File: config.mk
export PLATFORM = sky130hd
export DESIGN_NAME = stopwatch_display
export DESIGN_NICKNAME = d
export VERILOG_FILES = /design/src/rtl/stopwatch_display.sv
export SDC_FILE = /design/constraint.sdc
export NUM_CORES = 1
export LEC_CHECK = 0
export CORE_UTILIZATION = 50
export CTS_CLUSTER_SIZE = 28
export DETAILED_ROUTE_END_ITERATION = 12
export PLACE_DENSITY = 0.79
export SYNTH_ARGS = -nofsm -noshare
export SYNTH_HDL_FRONTEND = slang
export SYNTH_SLANG_ARGS = --single-unit
File: constraint.sdc
create_clock -name clk -period 2.45 [get_ports clk]
set_input_delay 0.245 -clock clk [delete_from_list [all_inputs] [get_ports clk]]
set_output_delay 0.245 -clock clk [all_outputs]
set_load 0.005 [all_outputs]
File: src/rtl/stopwatch_display.sv
// MM:SS stopwatch driven by the divider's 1 Hz wave, with a registered, multiplexed active-low 7-segment output.
// Optional macro LZ_BLANK_EN blanks a leading-zero minute-tens digit.
module stopwatch_display #(
  parameter int MAX_MINUTES = 59,
  parameter int DP_DIGIT    = 2
) (
  input  logic        clk,
  input  logic        rst_n,
  input  logic        sec_clk,
  input  logic [1:0]  scan_sel,
  input  logic        btn_start,
  input  logic        btn_clear,
  output logic [15:0] bcd,
  output logic        running,
  output logic        full,
  output logic [7:0]  segs,
  output logic [3:0]  digit_en
);

  typedef enum logic [1:0] {IDLE, RUN, PAUSE, FULL} state_t;

  localparam logic [3:0] MAX_TENS = 4'(MAX_MINUTES / 10);
  localparam logic [3:0] MAX_ONES = 4'(MAX_MINUTES % 10);

  state_t           state, state_next;
  logic [3:0][3:0]  cnt, cnt_next, cnt_inc;
  logic             sec_clk_d;
  logic             tick;
  logic             at_max;
  logic [3:0]       digit;
  logic [6:0]       pattern;
  logic [7:0]       segs_reg;
  logic [3:0]       digit_en_reg;

  function automatic logic [6:0] seg7(input logic [3:0] d);
    case (d)
      4'd0:    seg7 = 7'b0000001;
      4'd1:    seg7 = 7'b1001111;
      4'd2:    seg7 = 7'b0010010;
      4'd3:    seg7 = 7'b0000110;
      4'd4:    seg7 = 7'b1001100;
      4'd5:    seg7 = 7'b0100100;
      4'd6:    seg7 = 7'b0100000;
      4'd7:    seg7 = 7'b0001111;
      4'd8:    seg7 = 7'b0000000;
      4'd9:    seg7 = 7'b0000100;
      default: seg7 = 7'b1111111;
    endcase
  endfunction

  // sec_clk_d resets high so a sec_clk already high at release is not a tick.
  assign tick   = sec_clk & ~sec_clk_d;
  assign at_max = (cnt[3] == MAX_TENS) && (cnt[2] == MAX_ONES) &&
                  (cnt[1] == 4'd5) && (cnt[0] == 4'd9);

  // Ripple-carry BCD increment; min_tens never overflows because the count saturates first.
  always_comb begin
    cnt_inc = cnt;
    if (cnt[0] == 4'd9) begin
      cnt_inc[0] = 4'd0;
      if (cnt[1] == 4'd5) begin
        cnt_inc[1] = 4'd0;
        if (cnt[2] == 4'd9) begin
          cnt_inc[2] = 4'd0;
          cnt_inc[3] = cnt[3] + 4'd1;
        end else begin
          cnt_inc[2] = cnt[2] + 4'd1;
        end
      end else begin
        cnt_inc[1] = cnt[1] + 4'd1;
      end
    end else begin
      cnt_inc[0] = cnt[0] + 4'd1;
    end
  end

  always_comb begin
    state_next = state;
    cnt_next   = cnt;
    if (btn_clear) begin
      state_next = IDLE;
      cnt_next   = '0;
    end else begin
      unique case (state)
        IDLE:  if (btn_start) state_next = RUN;
        RUN: begin
          if (tick && at_max && !btn_start) begin
            state_next = FULL;
          end else begin
            if (tick && !at_max) cnt_next = cnt_inc;
            if (btn_start) state_next = PAUSE;
          end
        end
        PAUSE: if (btn_start) state_next = RUN;
        FULL:  ;
      endcase
    end
  end

  always_comb begin
    digit   = cnt[scan_sel];
    pattern = seg7(digit);
`ifdef LZ_BLANK_EN
    if (scan_sel == 2'd3 && cnt[3] == 4'd0) pattern = 7'b1111111;
`endif
  end

  always_ff @(posedge clk or negedge rst_n) begin
    if (!rst_n) begin
      state        <= IDLE;
      cnt          <= '0;
      sec_clk_d    <= 1'b1;
      segs_reg     <= 8'hFF;
      digit_en_reg <= 4'hF;
    end else begin
      state        <= state_next;
      cnt          <= cnt_next;
      sec_clk_d    <= sec_clk;
      segs_reg     <= {pattern, (int'(scan_sel) == DP_DIGIT) ? 1'b0 : 1'b1};
      digit_en_reg <= ~(4'b0001 << scan_sel);
    end
  end

  assign bcd      = cnt;
  assign running  = (state == RUN);
  assign full     = (state == FULL);
  assign segs     = segs_reg;
  assign digit_en = digit_en_reg;

endmodule

==> reports/results.txt <==
Gr ovfl total = 0
Die area = 3940 µm²
Drc violations = 0
Synthesized area = 1840 µm²
Iteration-0 DRC Markers = 78
Synth Area in Adders = 8.82%
Slew headroom = 71.8%
Total Routing Usage GR = 22.2%
Register area share after synthesis = 41.5%
Post-Layout Inst Area = 2320 µm²
# fillers = 273
Yosys warnings = 0
Total setup buffers inserted after CTS = 0
Max Freq = 504 MHz
Vias/cell = 5.77
Die H = 62.7 µm
Largest net degree at the start of global routing = 31
CTS root buf = clkbuf_8
Fin. max-slew vios = 0
Vias = 1482
Comb pwr share = 7.2%
Yosys reg bits = 30
Max-cap violations = 0
DRT antenna net count = 0
Sw Pwr = 0.219 mW
Critical-path top delay cell = dfrtp_1
Startpoint class of the critical path = flop
# rows = 21
Max reg flops = 16
Leak pwr = 0.985 nW
Area grow syn2layout = 25.9%
Ports = 37
First-pass GRT wire length = 6690 µm
CTS max path bufs = 2
Syn Area/Cell = 10.8 µm²
Syn Inst Count = 171
Flop pwr share = 51.9%
Setup TNS = 0 ns
Final hold violations = 0
Most frequent cells in the layout = clkdlybuf4s50_1 (36), a21oi_1 (19), dfrtp_1 (18), ha_1 (13), dfstp_2 (12)
DP Area = 2230 µm²
Fin Clk Skew = 0.00331 ns
TritonCTS buffer count = 5
Clk slew on worst S/H paths = 0.06 ns
# resized after CTS = 0
Largest family of logic cells by synthesized area = simple AND/OR/NAND/NOR gates
Layout cells sized above 1 = 19.9%
Tcrit/Tclk final = 81.1%
DP HPWL = 2950 µm
GP Congestion = 0.946
Max FO, Critical Path = 7
Endpoints failing setup = 0
Area of the multi-input gates = 983 µm²
Routed WL = 3930 µm
Syn nets = 191
Reg2reg setup slack = 0.46 ns
Number of global-route vias before repair = 1469
Hold_buf cts = 0
Latest clock arrival within the worst-skew pair = 0.28 ns
Cell-internal power = 0.771 mW
Clock sinks = 30
Status = completed
Initial core utilization = 53.6%
Unrepaired setup endpoints after global routing = false
Fin nets = 230
Clock network power share = 40.9%
Initial antenna violation count = 0
Worst vdd ir = 0.000315 V
Endpoint class of the critical path = flop
WL/cell = 15.3 µm
Die width = 62.7 µm
Fraction of the mapped netlist area in compound gates = 14.7%
Top_reg_cell synth = dfrtp_1
Worst Tran Pin Value = 0.421 ns
Critical Path Max Stage Delay = 0.45 ns
Power Density = 426 nW/µm²
Switching Fraction = 22.2%
Worst Hold Class = input pin to asynchronous set/reset pin
Leading cell type in the layout, fill and taps excluded = clkdlybuf4s50_1
Core area = 3440 µm²
Distinct cells, synth = 51
H-tree depth = 2
Multiplexer share of the synthesized area = 7.39%
CTS tree = done
N_diodes = 0
Min cycle time layout = 1.99 ns
Fraction of registers with async set/reset = 100%
Crit path cell chain = inv_1 -> ha_1 -> and3b_1 -> o2111ai_4 -> or4_1 -> a21oi_1
R2R depth = 6
First-pass iteration count of the detailed router = 4
Simple-Gate Fraction of Synth Area = 21.4%
EDFF count, synth = 0
Sequential Area = 766 µm²
IO buf count = 36
Critical path class = flop to flop
Worst EP arrival = 2.19 ns
Xor and xnor fraction of the mapped netlist area = 0.950%
CP Data Required Time = 2.66 ns
[worst max-delay path, delay by kind of cell (launching register included)]
family | cells | cell delay, ns
buffers and inverters | 1 | 0.08
AND/OR/NAND/NOR | 2 | 0.83
flip-flops | 1 | 0.45
AO/OA/AOI/OAI | 2 | 0.39
adder cells (fa/ha/maj) | 1 | 0.15
[per-layer routing]
metal	vias to the layer above	share of wire, %	GRT usage, %
li1	700	-	-
met1	731	42	25.3
met2	45	53	38.6
met3	6	4.6	5.66
met4	0	1.2	10.8
met5	-	0	0
[cell families after synthesis]
| family | after synthesis |
|---|---|
| AOI/OAI and AO/OA | 42 |
| xor gates and xnor gates | 2 |
| adders and majority gates | 13 |
| buffers and inverters | 18 |
| DFF | 30 |
| muxes | 8 |
| and+or+nand+nor | 58 |
[through the flow]
step	util, %	setup slack (ns)	power (mW)	instances	hold WS (ns)
floorplan	-	0.788	0.553	171	-0.0506
global placement	64.8	0.277	0.591	249	0.592
detailed placement	64.8	0.177	0.594	249	0.609
CTS	67.5	0.470	0.997	257	0.365
global route	67.5	0.303	1.03	257	0.382
finish	67.5	0.464	0.990	257	0.358
[worst paths after layout]
path | from | endpoint
max | bcd[1] | bcd[10]
min | rst_n | bcd[4]
max reg2reg | bcd[1] | bcd[10]
min reg2reg | bcd[15] | bcd[15]
max in group asynchronous | rst_n | sec_clk_d
min in group clk | sec_clk | sec_clk_d
[layout make-up]
class / instances / area share (%)
clock inverter: 1 / 0.216
inverter: 11 / 1.78
tap: 46 / 2.48
clock buffer: 7 / 3.72
multi-input combinational: 123 / 42.3
timing repair buffer: 39 / 16.5
sequential: 30 / 33.0
[synth_stat cells (all sizes together), types with 3 or more instances]
| master | number | area share (%) |
|---|---|---|
| buf | 5 | 2.5 |
| and3b | 3 | 1.6 |
| or4 | 3 | 1.2 |
| or3 | 9 | 3.2 |
| o21ai | 10 | 2.9 |
| dfrtp | 18 | 24 |
| dfstp | 12 | 17 |
| nand2 | 6 | 1.6 |
| nor3 | 6 | 2.2 |
| mux4 | 4 | 5.1 |
| nor2 | 9 | 1.8 |
| nand3b | 4 | 2.5 |
| inv | 11 | 2.2 |
| ha | 13 | 8.8 |
| a21oi | 19 | 5.2 |
| nand3 | 4 | 1.1 |
| nand2b | 3 | 1.0 |
[power groups by stage]
| stage | Combinational (mW) | Sequential [mW] | Clock [mW] |
|---|---|---|---|
| after floorplan | 0.0314 | 0.521 | 0 |
| after global placement | 0.0699 | 0.521 | 0 |
| after detailed placement | 0.0721 | 0.522 | 0 |
| after CTS | 0.0724 | 0.514 | 0.411 |
| after global routing | 0.0786 | 0.515 | 0.439 |
| final | 0.0712 | 0.514 | 0.405 |
Power figures use the tool's default switching activity.
